File: src/rtl/alu_hakem.sv
// Round-robin sequencer sharing one combinational 32-bit ALU between the execute
// stage (requester 0) and the branch/address unit (requester 1).
module alu_hakem #(
   parameter int SAYAC_GENISLIK    = 16,
   parameter bit BASLANGIC_ONCELIK = 1'b0
) (
   input  logic                      clk,
   input  logic                      rst,
   input  logic [1:0]                istek_gecerli,
   output logic [1:0]                istek_hazir,
   input  logic [31:0]               istek_a0,
   input  logic [31:0]               istek_b0,
   input  logic [3:0]                istek_dnt0,
   input  logic [31:0]               istek_a1,
   input  logic [31:0]               istek_b1,
   input  logic [3:0]                istek_dnt1,
   output logic [31:0]               alu_a,
   output logic [31:0]               alu_b,
   output logic [3:0]                alu_dnt,
   input  logic [31:0]               alu_sonuc,
   input  logic [1:0]                alu_esit_mi,
   output logic [1:0]                yanit_gecerli,
   input  logic [1:0]                yanit_hazir,
   output logic [31:0]               yanit_sonuc,
   output logic [1:0]                yanit_esit_mi,
   output logic                      mesgul,
   output logic [SAYAC_GENISLIK-1:0] sayac0,
   output logic [SAYAC_GENISLIK-1:0] sayac1,
   output logic [1:0]                durum
);

   // Handshake: a request transfers on a rising edge where istek_gecerli[i] and
   // istek_hazir[i] are both high; a response transfers where yanit_gecerli[i]
   // and yanit_hazir[i] are both high. Requesters hold valid/operands until accepted.

   typedef enum logic [1:0] {
      BOS   = 2'd0,
      HESAP = 2'd1,
      YANIT = 2'd2
   } durum_t;

   localparam logic [SAYAC_GENISLIK-1:0] BIR = {{(SAYAC_GENISLIK-1){1'b0}}, 1'b1};

   durum_t st;
   logic   sahip;
   logic   son_kazanan;
   logic   kazanan;

   assign mesgul = (st != BOS);
   assign durum  = st;

   always_comb begin
      kazanan     = 1'b0;
      istek_hazir = 2'b00;
      if (st == BOS) begin
         case (istek_gecerli)
            2'b01:   kazanan = 1'b0;
            2'b10:   kazanan = 1'b1;
            2'b11:   kazanan = ~son_kazanan;
            default: kazanan = 1'b0;
         endcase
         if (istek_gecerli != 2'b00)
            istek_hazir = kazanan ? 2'b10 : 2'b01;
      end
   end

   always_ff @(posedge clk) begin
      if (rst) begin
         st            <= BOS;
         sahip         <= 1'b0;
         son_kazanan   <= ~BASLANGIC_ONCELIK;
         alu_a         <= '0;
         alu_b         <= '0;
         alu_dnt       <= '0;
         yanit_gecerli <= 2'b00;
         yanit_sonuc   <= '0;
         yanit_esit_mi <= 2'b00;
         sayac0        <= '0;
         sayac1        <= '0;
      end else begin
         case (st)
            BOS: begin
               if (istek_hazir != 2'b00) begin
                  alu_a       <= kazanan ? istek_a1   : istek_a0;
                  alu_b       <= kazanan ? istek_b1   : istek_b0;
                  alu_dnt     <= kazanan ? istek_dnt1 : istek_dnt0;
                  sahip       <= kazanan;
                  son_kazanan <= kazanan;
                  st          <= HESAP;
               end
            end
            HESAP: begin
               yanit_sonuc   <= alu_sonuc;
               yanit_esit_mi <= alu_esit_mi;
               yanit_gecerli <= sahip ? 2'b10 : 2'b01;
               st            <= YANIT;
            end
            YANIT: begin
               // Only the owner's ready bit can retire the held result.
               if (yanit_hazir[sahip]) begin
                  yanit_gecerli <= 2'b00;
                  if (sahip) sayac1 <= sayac1 + BIR;
                  else       sayac0 <= sayac0 + BIR;
                  st <= BOS;
               end
            end
            default: st <= BOS;
         endcase
      end
   end

endmodule

File: config.mk
export PLATFORM = sky130hd
export DESIGN_NAME = alu_hakem
export DESIGN_NICKNAME = d
export VERILOG_FILES = /design/src/rtl/alu_hakem.sv
export SDC_FILE = /design/constraint.sdc
export NUM_CORES = 1
export LEC_CHECK = 0
export BUFFER_PORTS_ARGS = -buffer_cell sky130_fd_sc_hd__buf_2
export CAP_MARGIN = 20
export CORE_AREA = 2 2 123 125
export DETAILED_ROUTE_END_ITERATION = 10
export DIE_AREA = 0 0 125 127
export PLACE_DENSITY = 0.83
export SLEW_MARGIN = 5
export SYNTH_ARGS = -nofsm -noshare
export SYNTH_HDL_FRONTEND = slang
export SYNTH_SLANG_ARGS = --single-unit
File: constraint.sdc
create_clock -name clk -period 2.2 [get_ports clk]
set_input_delay 0.11 -clock clk [delete_from_list [all_inputs] [get_ports clk]]
set_output_delay 0.11 -clock clk [all_outputs]
set_load 0.005 [all_outputs]
== Yosys cells after proc, flatten, opt, wreduce, memory -nomap -nowiden ==
Index checks and enable logic that the tools add are counted.

* Bits in registers: 140
* Output and inout port bits: 141
* Input bits: 176
* Word-level logic and storage cells: 48

* Magnitude comparators: 1
* Reductions and logical operators: 10
* Bitwise operators: 2
* Multiplexer cells: 16
* Add/sub/neg operators: 2
* Equality and inequality tests: 6

{| class="wikitable"
|+ Operators by type and width
! kind !! number
|-
| 32-bit two-way mux || 2
|-
| 16-bit by 1-bit adder with 16-bit output (second input constant) || 2
|-
| 2-bit two-way mux || 6
|-
| 2-bit nonzero test || 4
|-
| 2-bit equality test (second input constant) || 3
|-
| 2-bit case mux with 3 select lines || 1
|-
| 2-bit AND reduction || 3
|-
| 3-bit AND reduction || 2
|-
| 1-bit two-way mux || 4
|-
| 4-bit two-way mux || 1
|-
| 2-bit case mux with 2 select lines || 1
|-
| 2-bit by 1-bit equality test with 1-bit output (second input constant) || 1
|-
| 2-bit zero test || 1
|-
| 1-bit by 2-bit less-than comparator with 1-bit output (second input constant) || 1
|-
| 2-bit by 1-bit != test with 1-bit output (second input constant) || 1
|-
| 2-bit != test (second input constant) || 1
|-
| 1-bit inverter || 2
|-
| 1-bit case mux with 2 select lines || 1
|}

== Longest topological paths before layout ==
Gate-level depths: netlist of run 1.

* Word-level depth: 9
* Depth in mapped cells: 7

== Worst setup path before layout of run 1 ==
No wires, ideal clock.

* Path type: flip-flop to flip-flop
* Start point: register sahip
* End point: register sayac0[15]
* Cell stages (with the launch flop): 8
* Setup time: 121 ps
* Path buffers: 3
* Data arrival time: 1,876 ps
* Setup slack: 203 ps
* Period minus slack after synthesis: 1,997 ps
* Cell sequence: dfxtp_1 -> buf_6 -> nand4bb_1 -> buf_2 -> or4_1 -> clkbuf_2 -> nor4_1 -> mux2_2

* Longest elaborated chain between the ends: 3
* Elaborated cells on any way between the ends: 4
* Classes of those cells: mux (2); bitwise (1); reduce/logical (1)

{| class="wikitable"
|+ Ends and longest elaborated chain
! element !! line !! text
|-
| start: declaration || 45 || <nowiki>logic sahip;</nowiki>
|-
| start signal: assignment || 87 || <nowiki>sahip <= kazanan;</nowiki>
|-
| 1-bit two-way mux (not written as such) (2 in a row) || 100 || <nowiki>if (yanit_hazir[sahip]) begin</nowiki>
|-
| 3-bit AND reduction (no line) (*) || n/a ||
|-
| end signal: assignment || 103 || <nowiki>else sayac0 <= sayac0 + BIR;</nowiki>
|-
| end: declaration || 27 || <nowiki>output logic [SAYAC_GENISLIK-1:0] sayac0,</nowiki>
|}

Every way passes the cells marked *; elsewhere a longest branch is shown, timed or not. The select of a mux whose other input is x is not followed.
A chain may end at the register's enable or synchronous reset.

== Worst setup path after layout of run 1 ==
* Start point: register st[1] (netlist: durum[1])
* End point: register alu_a[26]

* Longest elaborated chain between the ends: 4
* Elaborated cells on any way between the ends: 6
* Classes of those cells: mux (3); reduce/logical (3)

{| class="wikitable"
|+ Ends and longest elaborated chain
! element !! line !! text
|-
| start: declaration || 44 || <nowiki>durum_t st;</nowiki>
|-
| start signal: assignment || 69 || <nowiki>st <= BOS;</nowiki>
|-
| start signal: assignment || 89 || <nowiki>st <= HESAP;</nowiki>
|-
| start signal: assignment || 96 || <nowiki>st <= YANIT;</nowiki>
|-
| 2-bit zero test (*) || 55, 81 ||
|-
| 2-bit two-way mux || 55 || <nowiki>if (st == BOS) begin</nowiki>
|-
| 2-bit nonzero test || 83 || <nowiki>if (istek_hazir != 2'b00) begin</nowiki>
|-
| 2-bit AND reduction (no line) || n/a ||
|-
| end signal: assignment || 84 || <nowiki>alu_a <= kazanan ? istek_a1 : istek_a0;</nowiki>
|-
| end: declaration || 17 || <nowiki>output logic [31:0] alu_a,</nowiki>
|}

Every way passes the cells marked *; elsewhere a longest branch is shown, timed or not.

==> out/qor.csv, run 1 <==
stage,metric,value,unit
pwr,total_power,7430,µW
detailed_routing,drc,0,
timing,tightest_slew,0.903,ns
synth,ys.warnings.count,0,
synth,synth_edf_count,0,
timing,hold_viol,0,
timing,layout_setup_ws,0.161,ns
timing,finalCriticalPeriod,2.04,ns
global_routing,grt_overflow,0,
synth,syn_area,5760,µm²
clock_tree,numCtsBuffers,17,
clock_tree,htreeDepth,4,
cells_and_area,layout-drive-gt1-share,31.0,%
synth,async_reset_ff_share,0,%
setup_path,crit_fanout,69,
detailed_routing,wirelength,23500,µm
synth,yosysSeqAreaShare,48.7,%
setup_path,end_kind,register,
run_status,status,completed,
timing,min_period_over_period,92.7,%
synth,ys_ff_latch,140,
detailed_routing,drt_iter0_drc,498,
pwr,swShare,25.7,%
clock_tree,clkTransAtPathRegs,0.06,ns
detailed_routing,ant_nets,0,
hold_path,hp-class,input port to register,
detailed_routing,via_count,7520,
synth,synth_cells,734,
cells_and_area,num-fill-cells,1021,
timing,tns,0,ns
setup_path,max_stage_delay,0.61,ns
placement,gp_congestion,0.778,
pwr,powerDensity,752,nW/µm²
setup_path,cp_data_arrival_time,2.34,ns
clock_tree,cts_tree,yes,
setup_path,crit_chain,buf_4 -> nor2_1 -> buf_4 -> nand3_2 -> buf_4 -> nand2_1 -> a311oi_1,
setup_path,cp-start-kind,register,
floorplanning,die_x,125,µm
setup_path,critical-path-slowest-cell,buf_4,
floorplanning,die_h,127,µm
clock_tree,cts.sinks,140,
placement,postPlaceCellArea,7510,µm²
clock_tree,cts_resized,0,
floorplanning,dieArea,15900,µm²
synth,synth.distinct_cells,37,
cells_and_area,fin_nets,1376,
timing,rsz0062_at_grt,false,
pwr,p_seq_share,38.5,%
cells_and_area,fin_util,68.5,%
detailed_routing,wl_per_cell,16.8,µm
pwr,p_comb_share,17.8,%
pwr,p_int,5520,µW
timing,finClkSkew,0.0125,ns
synth,avgSynthCellArea,7.84,µm²
placement,pre_cts_slack,0.185,ns
global_routing,grt_pass1_vias,7629,
clock_tree,root_buffer,clkbuf_16,
pwr,pwr-share-clk,43.7,%
pwr,ir_drop,495,µV
pwr,power_switching,1910,µW
synth,synth-main-ff-cell,dfxtp_1,
global_routing,gr-usage-met1,30.1,%
timing,relSlewSlack,39.8,%
floorplanning,core,14400,µm²
timing,finalSetupViolations,0,
global_routing,grt_pass1_wl,36700,µm
setup_path,path_common_cell,buf_4,
cells_and_area,areaGrowthSynthToFinish,71.5,%
global_routing,grtUsageMet2,49.0,%
global_routing,antenna_found_initial,4,
global_routing,grt_max_degree,87,
pwr,p_leak,0.00448,µW
floorplanning,io_pins,317,
global_routing,busiest_layer,met2,
global_routing,grt_usage,28.4,%
clock_tree,cts_max_path_buffers,2,
setup_path,worstSetupPathType,register to register,
detailed_routing,dr.pass1.iters,5,
detailed_routing,vias_per_cell,5.37,
timing,slew_viol_final,0,
timing,max_freq,490,MHz
placement,port_buffers,316,
floorplanning,start_util,39.9,%
global_routing,use_met3,7.87,%
placement,dpl.hpwl,11900,µm
floorplanning,fp-row-count,44,
job,max_cap_viol_count,0,
setup_path,required,2.50,ns
cells_and_area,post-route-cell-area,9880,µm²
clock_tree,clk_latency,0.42,ns
synth,synth_fp_nets,912,
state kept, by name, summed over array words and instances, names as in the netlist, 2 cells and up:
signal	flops
alu_a	32
alu_b	32
alu_dnt	4
durum	2
sayac0	16
sayac1	16
yanit_esit_mi	2
yanit_gecerli	2
yanit_sonuc	32
logic make-up (layout without fill, tap and decap cells):
kind of cell	count (synthesis)	in the layout	share of synthesized area [%]
buf+inv	66	543	4.52
mux	6	6	1.15
simple gates	377	377	27.1
flops	140	140	48.7
other cells	0	5	0
compound gates	127	127	15.7
xor+xnor	16	16	2.43
fa+ha+maj	2	2	0.435
worst max-delay path, delay by kind of cell, from the launching register on:
| kind | cells | cell delay [ns] |
|---|---|---|
| DFF | 1 | 0.33 |
| AOI/OAI and AO/OA | 1 | 0.37 |
| and+or+nand+nor | 3 | 0.29 |
| buffers and inverters | 3 | 0.91 |
area by class of cell:
| type | count | area, µm² | share of cell area (%) |
|---|---|---|---|
| antenna | 5 | 12.5 | 0.127 |
| clock buffer | 23 | 488 | 4.94 |
| clock inverter | 9 | 181 | 1.84 |
| inverter | 9 | 33.8 | 0.342 |
| multi-input combinational | 528 | 2710 | 27.5 |
| sequential | 140 | 2800 | 28.4 |
| tap | 184 | 230 | 2.33 |
| timing repair buffer | 502 | 3410 | 34.6 |
cell usage in the layout, fill, tap and decap left out, types with 6 or more instances in the layout:
| cell | count |
|---|---|
| a21oi_1 | 47 |
| a311oi_1 | 68 |
| buf_2 | 315 |
| buf_4 | 18 |
| clkbuf_16 | 17 |
| dfxtp_1 | 140 |
| dlygate4sd3_1 | 168 |
| inv_1 | 8 |
| nand2_1 | 222 |
| nand3_1 | 10 |
| nand4_1 | 6 |
| nor2_1 | 98 |
| nor4_1 | 6 |
| o21ai_0 | 8 |
| or3_1 | 7 |
| xnor2_1 | 11 |
routing by layer:
layer	routed length (µm)	vias up
li1	-	3440
met4	1430	0
met5	0	-
met1	8470	3481
met2	11600	467
met3	2030	132
metrics by stage:
stage,hold slack (ns),cells
6_report,0.0190,1400
5_1_grt,0.0540,1399
4_1_cts,0.00286,1395
3_5_place_dp,0.356,1195
3_3_place_gp,0.351,1195
2_1_floorplan,0.246,734
power groups by stage:
stage / logic, µW / clock network [µW] / registers (µW)
3_3_place_gp: 996 / 0 / 2890
5_1_grt: 1430 / 3380 / 2880
4_1_cts: 1250 / 3270 / 2840
2_1_floorplan: 487 / 0 / 2910
3_5_place_dp: 1010 / 0 / 2890
6_report: 1320 / 3250 / 2860
cell usage after synthesis, types with 2 or more instances:
master | number | area (µm²)
a21oi_1 | 47 | 235
a311oi_1 | 68 | 596
a31o_2 | 2 | 17.5
buf_1 | 4 | 15.0
buf_2 | 3 | 15.0
clkbuf_1 | 48 | 180
dfxtp_1 | 140 | 2800
ha_1 | 2 | 25.0
inv_1 | 8 | 30.0
mux2_2 | 5 | 56.3
nand2_1 | 222 | 833
nand2b_1 | 4 | 25.0
nand3_1 | 12 | 60.1
nand4_1 | 6 | 37.5
nor2_1 | 98 | 368
nor2b_1 | 6 | 37.5
nor3_1 | 5 | 25.0
nor4_1 | 6 | 37.5
o21ai_0 | 8 | 40.0
or3_1 | 7 | 43.8
or4_1 | 3 | 22.5
xnor2_1 | 11 | 96.3
xor2_1 | 5 | 43.8
worst paths after layout:
| check | startpoint | endpoint | slack (ns) | cells past startpoint |
|---|---|---|---|---|
| worst max register to register | durum[1]$_SDFFE_PP0P_ | alu_a[26]$_SDFFE_PP0P_ | 0.16 | 7 |
| worst min-delay path | istek_a1[12] | alu_a[12]$_SDFFE_PP0P_ | 0.02 | 3 |
| worst max-delay path | durum[1]$_SDFFE_PP0P_ | alu_a[26]$_SDFFE_PP0P_ | 0.16 | 7 |
| worst min register to register | yanit_sonuc[13]$_SDFFE_PP0P_ | yanit_sonuc[13]$_SDFFE_PP0P_ | 0.45 | 2 |
timing repair:
action,CTS,global route
hold endpoints to repair,104,0
hold buffers,168,0
setup buffers,0,0
Note: power is estimated with default switching activity, not from simulation.
==> run 2, diff against run 1 <==
- RECOVER_POWER: default -> 50
==> run 2 against run 1 <==
- register-to-register slack got worse by 0.04 ns
- critical path type unchanged
- sequential cell count did not move
- sequential share of layout area rose by 0.37 points
- critical path depth did not move
- setup slack got worse by 0.044 ns
- utilization fell by 0.88 points
- global-route usage did not move
- via count fell by 0.78%
- non-clock buffer count did not move
- clock-buffer cell count did not move
- largest power group unchanged
- clock skew fell by 0.0011 ns
==> out/qor.csv, run 2 (synthesis gave the netlist of run 1 again) <==
stage,metric,value,unit
cells_and_area,finalNonFillerCells,1400,
cells_and_area,reg_top3,"alu_a (32), alu_b (32), yanit_sonuc (32)",
placement,gp_congestion,0.778,
global_routing,grt_pass1_vias,7629,
global_routing,grt_max_degree,87,
setup_path,startpoint,durum[1]$_SDFFE_PP0P_,
hold_path,hold_path_depth,3,
setup_path,path_common_cell,buf_4,
pwr,powerDensity,758,nW/µm²
setup_path,crit_fanout,69,
setup_path,max_stage_delay,0.61,ns
floorplanning,fp-row-count,44,
global_routing,grt_usage,28.4,%
floorplanning,core,14400,µm²
timing,finalSetupViolations,0,
cells_and_area,fin_nets,1376,
timing,tns,0,ns
global_routing,antenna_found_initial,4,
detailed_routing,drc,0,
cells_and_area,areaGrowthSynthToFinish,69.4,%
cells_and_area,fin_util,67.6,%
cells_and_area,final_cell_mix,"nand2_1, buf_2, dlygate4sd3_1",
clock_tree,cts.sinks,140,
clock_tree,clkTransAtPathRegs,0.07,ns
clock_tree,cts_resized,0,
clock_tree,clk_latency,0.42,ns
floorplanning,dieArea,15900,µm²
hold_path,min_from,istek_a1[12],
global_routing,grt_pass1_wl,36700,µm
timing,rsz0062_at_grt,false,
detailed_routing,vias_per_cell,5.33,
timing,tightest_slew,0.896,ns
clock_tree,cts_tree,yes,
timing,hold_viol,0,
timing,max_freq,480,MHz
detailed_routing,dr.pass1.iters,5,
detailed_routing,wl_per_cell,16.8,µm
clock_tree,numCtsBuffers,17,
clock_tree,root_buffer,clkbuf_16,
clock_tree,cts_max_path_buffers,2,
cells_and_area,num-fill-cells,1104,
placement,dpl.hpwl,11900,µm
timing,finalCriticalPeriod,2.08,ns
setup_path,required,2.48,ns
pwr,ir_drop,495,µV
cells_and_area,regArea,2800,µm²
cells_and_area,layout-drive-gt1-share,23.0,%
clock_tree,htreeDepth,4,
setup_path,cp_data_arrival_time,2.36,ns
setup_path,cp-start-kind,register,
detailed_routing,ant_nets,0,
floorplanning,die_x,125,µm
global_routing,grt_overflow,0,
hold_path,hp-class,input port to register,
cells_and_area,multi_input_area,2710,µm²
floorplanning,start_util,39.9,%
job,max_cap_viol_count,0,
setup_path,worstSetupPathType,register to register,
placement,dp_cells,1195,
setup_path,crit-reg2reg-capture,alu_a[0]$_SDFFE_PP0P_,
timing,slew_viol_final,0,
run_status,status,completed,
floorplanning,io_pins,317,
timing,finClkSkew,0.0114,ns
pwr,total_power,7390,µW
cells_and_area,final_common_cell,nand2_1,
detailed_routing,via_count,7461,
clock_tree,holdBufCountCts,168,
clock_tree,cts_setup_buffers,0,
pwr,p_leak,0.00409,µW
hold_path,hold_path_end,alu_a[12]$_SDFFE_PP0P_,
setup_path,end_kind,register,
timing,min_period_over_period,94.7,%
setup_path,reg2reg_depth,7,
placement,port_buffers,316,
setup_path,timing.reg2reg.setup_slack,0.12,ns
timing,hold_ws,0.0177,ns
setup_path,crit_chain,buf_4 -> nor2_1 -> buf_4 -> nand3_2 -> buf_4 -> nand2_1 -> a311oi_1,
setup_path,r2r-start,durum[1]$_SDFFE_PP0P_,
setup_path,critical-path-slowest-cell,buf_4,
detailed_routing,wirelength,23500,µm
floorplanning,die_h,127,µm
detailed_routing,drt_iter0_drc,569,
timing,relSlewSlack,40.3,%
-- run 2: how the worst max path moves through the flow --
| stage | to | slack, ns | cells after the start |
|---|---|---|---|
| CTS | sayac0[15]$_SDFFE_PP0P_ | 0.14 | 4 |
| global placement | sayac0[15]$_SDFFE_PP0P_ | 0.23 | 4 |
| detailed placement | sayac0[15]$_SDFFE_PP0P_ | 0.19 | 4 |
| floorplan | sayac0[15]$_SDFFE_PP0P_ | 0.20 | 7 |
| global route | alu_a[26]$_SDFFE_PP0P_ | 0.001 | 7 |
| finish | alu_a[0]$_SDFFE_PP0P_ | 0.12 | 7 |
-- run 2: stage by stage --
step                instance area (µm²)  setup slack [ns]
finish                             9750             0.117
global placement                   7510             0.229
CTS                                9860             0.144
detailed placement                 7510             0.185
global route                       9750           0.00136
floorplan                          5760             0.203
-- run 2: critical path: cells and delay by family, from the launching register on --
family          cells  cell delay [ns]
compound gates      1             0.45
buf+inv             3             0.91
flops               1             0.33
simple gates        3             0.24
-- run 2: layout make-up --
class / instances / area share, %
multi-input combinational: 528 / 27.8
clock inverter: 9 / 1.86
sequential: 140 / 28.7
clock buffer: 23 / 5.01
antenna: 5 / 0.128
tap: 184 / 2.36
timing repair buffer: 502 / 33.7
inverter: 9 / 0.347
-- run 2: power by group --
part / internal (µW) / total, µW / switching, µW
registers: 2740 / 2860 / 123
logic: 602 / 1280 / 680
clock network: 2140 / 3250 / 1110
-- run 2: routing by layer --
metal | GRT usage (%) | vias to the layer above | wire (µm)
met3 | 7.87 | 124 | 2150
met4 | 20.2 | 0 | 1420
li1 | - | 3433 | -
met2 | 49.0 | 489 | 11500
met1 | 30.1 | 3415 | 8420
met5 | 0 | - | 0
==> run 3, diff against run 2 <==
- ABC_AREA: default -> 1
- CORE_AREA: 2 2 123 125 -> default
- CORE_ASPECT_RATIO: default -> 0.8
- CORE_MARGIN: default -> 10
- CORE_UTILIZATION: default -> 49
- DIE_AREA: 0 0 125 127 -> default
- PLACE_DENSITY: 0.83 -> 0.95
- clock period: 2.2 -> 2.7 ns (I/O delays scaled with it)
==> run 3 against run 2 <==
- critical path depth did not move
- combinational power fell by 16%
- synthesized cell count rose by 20%
- non-clock buffer count down 133
- utilization up 2.9 points
- highest routed layer unchanged
- largest power group is now sequential cells
- sequential share of layout area rose by 3.7 points
- critical endpoint is now sayac1[13]$_SDFFE_PP0P_
==> out/qor.csv, run 3 <==
stage,metric,value,unit
detailed_routing,vias_per_cell,5.25,
synth,synthAdderAreaFrac,0.406,%
floorplanning,die_x,145,µm
detailed_routing,wl_met3,2490,µm
setup_path,cp-start-kind,register,
pwr,p_comb_share,18.6,%
cells_and_area,num-fill-cells,982,
synth,synth-xor-area-share,0.142,%
placement,dpl.hpwl,15900,µm
synth,synth_cells,881,
cells_and_area,layout-drive-gt1-share,19.3,%
detailed_routing,wirelength,24600,µm
clock_tree,clk_latency,0.41,ns
synth,ys.warnings.count,0,
timing,hold_viol,0,
cells_and_area,areaGrowthSynthToFinish,40.1,%
synth,synth.distinct_cells,30,
clock_tree,numCtsBuffers,17,
timing,hold_ws,0.0135,ns
cells_and_area,fin_nets,1395,
job,max_cap_viol_count,0,
pwr,pwr-share-clk,39.8,%
detailed_routing,routed.top_layer,met4,
clock_tree,cts_tree,yes,
synth,synth_edf_count,0,
global_routing,antenna_found_initial,3,
setup_path,end_kind,register,
synth,synth_fp_nets,1059,
timing,layout_setup_ws,0.537,ns
timing,finalCriticalPeriod,2.16,ns
synth,yosys.area_share.simple,20.3,%
global_routing,grt_pass1_wl,37100,µm
synth,synth_area_leaders,"dfxtp_1, o21ai_0, nand2_1",
synth,synth-main-ff-cell,dfxtp_1,
floorplanning,dieArea,17500,µm²
run_status,status,completed,
setup_path,required,2.99,ns
pwr,p_seq_share,41.6,%
timing,slew_viol_final,0,
hold_path,min_from,istek_a1[16],
timing,min_period_over_period,80.1,%
synth,synth_top_area_share,45.5,%
pwr,swShare,29.5,%
detailed_routing,via_count,7370,
cells_and_area,final_cell_mix,"buf_2, dfxtp_1, nand2_1",
setup_path,max_stage_delay,0.68,ns
clock_tree,clkTransAtPathRegs,0.06,ns
synth,synthMuxAreaShare,0,%
synth,ys_ff_latch,140,
detailed_routing,met1Wirelength,9320,µm
detailed_routing,drc,0,
setup_path,crit_fanout,12,
detailed_routing,wl_per_cell,17.5,µm
detailed_routing,drt_iter0_drc,601,
global_routing,grt_pass1_vias,7183,
synth,synth.most_common_cell,dfxtp_1,
global_routing,grt_max_degree,140,
setup_path,cp_data_arrival_time,2.45,ns
cells_and_area,reg_top3,"alu_a (32), alu_b (32), yanit_sonuc (32)",
synth,avgSynthCellArea,7.00,µm²
setup_path,path_common_cell,nor2_1,
detailed_routing,wl_met2,11900,µm
global_routing,grt_overflow,0,
clock_tree,root_buffer,clkbuf_16,
global_routing,grt_usage,25.6,%
timing,finClkSkew,0.0175,ns
synth,synth_top_family_by_area,compound AO/OA/AOI/OAI gates,
synth,synth_top_area_cell,dfxtp_1,
synth,async_reset_ff_share,0,%
detailed_routing,ant_nets,0,
synth,synth_compound_area_share,22.5,%
floorplanning,start_util,50.3,%
hold_path,hold_path_end,alu_a[16]$_SDFFE_PP0P_,
timing,max_freq,462,MHz
setup_path,crit_chain,nand2_1 -> nor2_1 -> nand3_2 -> nor2_1 -> nand3_1 -> nand2_1 -> nor2_1,
setup_path,worstSetupPathType,register to register,
placement,port_buffers,316,
synth,yosysSeqAreaShare,45.5,%
timing,rsz0062_at_grt,false,
synth,netlist_top_cells_count,"dfxtp_1, nand2_1, o21ai_0",
clock_tree,htreeDepth,4,
synth,syn_area,6160,µm²
floorplanning,io_pins,317,
floorplanning,die_h,120,µm
pwr,ir_drop,456,µV
clock_tree,cts.sinks,140,
pwr,power_switching,1690,µW
setup_path,critical-path-slowest-cell,nor2_1,
pwr,powerDensity,664,nW/µm²
floorplanning,core,12300,µm²
hold_path,hp-class,input port to register,
setup_path,reg2reg_depth,7,
setup_path,r2r-start,durum[1]$_SDFFE_PP0P_,
detailed_routing,dr.pass1.iters,5,
placement,pre_cts_slack,1.01,ns
setup_path,timing.reg2reg.setup_slack,0.54,ns
placement,gp_congestion,0.896,
pwr,p_leak,0.00393,µW
setup_path,crit-reg2reg-capture,sayac1[13]$_SDFFE_PP0P_,
cells_and_area,final_common_cell,buf_2,
timing,relSlewSlack,39.4,%
timing,tns,0,ns
clock_tree,cts_resized,0,
clock_tree,cts_max_path_buffers,2,
timing,finalSetupViolations,0,
hold_path,hold_path_depth,3,
timing,tightest_slew,0.909,ns
pwr,p_int,4050,µW
floorplanning,fp-row-count,36,
run 3: cell count changes in the layout (fill, tap and decap cells not counted), moves of 52 or more:
| cell | change |
|---|---|
| dlygate4sd3_1 | -121 |
| o21ai_0 | +119 |
| inv_1 | +100 |
| nand2_1 | -87 |
| a311oi_1 | -68 |
| o21ai_1 | +52 |
run 3: worst max-delay path by stage:
stage	to	slack [ns]	cells after the start	start
floorplan	sayac0[7]$_SDFFE_PP0P_	1.40	7	durum[1]$_SDFFE_PP0P_
global placement	alu_a[13]$_SDFFE_PP0P_	1.03	6	durum[1]$_SDFFE_PP0P_
detailed placement	alu_a[13]$_SDFFE_PP0P_	1.01	6	durum[1]$_SDFFE_PP0P_
CTS	istek_hazir[0]	0.62	5	durum[1]$_SDFFE_PP0P_
global route	sayac1[13]$_SDFFE_PP0P_	0.32	7	durum[1]$_SDFFE_PP0P_
finish	sayac1[13]$_SDFFE_PP0P_	0.54	7	durum[1]$_SDFFE_PP0P_
run 3: kinds of logic (layout without fill, tap and decap cells):
logic type / count (synthesis) / count (layout)
DFF: 140 / 140
adders and majority gates: 2 / 2
AOI/OAI and AO/OA: 275 / 275
and+or+nand+nor: 301 / 301
other: 0 / 3
buffers and inverters: 162 / 510
xor gates and xnor gates: 1 / 1
run 3: repair_timing:
item | CTS | global route
endpoints found under the setup margin | 0 | 0
endpoints found under the hold margin | 46 | 1
hold buffers | 46 | 1
setup buffers | 0 | 0
run 3: final cells by class:
| cell class | count | area, µm² | area share [%] |
|---|---|---|---|
| Timing Repair Buffer | 369 | 1960 | 22.7 |
| Inverter | 110 | 413 | 4.78 |
| Antenna cell | 3 | 7.51 | 0.0869 |
| Clock buffer | 17 | 425 | 4.92 |
| Multi-Input combinational cell | 579 | 2670 | 30.9 |
| Sequential cell | 140 | 2800 | 32.4 |
| Tap cell | 171 | 214 | 2.48 |
| Clock inverter | 14 | 146 | 1.69 |
run 3: layer usage:
layer  up-vias  GRT usage (%)
li1       3516              -
met4         0           10.4
met3        74           9.58
met1      3323           28.0
met5         -              0
met2       457           44.3
run 3: worst max-delay path, delay by kind of cell, from the launching register on:
family	cells	cell delay (ns)
flip-flops	1	0.45
AND/OR/NAND/NOR	7	1.60
run 3: power by group through the flow:
stage                     Combinational, µW  Clock [µW]  Sequential (µW)
after floorplan                         537           0             2430
final                                  1070        2280             2390
after global placement                  987           0             2400
after CTS                              1080        2310             2370
after detailed placement               1020           0             2410
after global routing                   1180        2400             2400
run 3: through the flow:
step | power (µW) | instance area (µm²) | std cells | util (%)
after global routing | 5980 | 8640 | 1403 | 70.5
final | 5740 | 8640 | 1403 | 70.5
after global placement | 3390 | 7760 | 1322 | 63.4
after CTS | 5750 | 8790 | 1399 | 71.8
after floorplan | 2960 | 6160 | 881 | -
after detailed placement | 3420 | 7760 | 1322 | 63.4
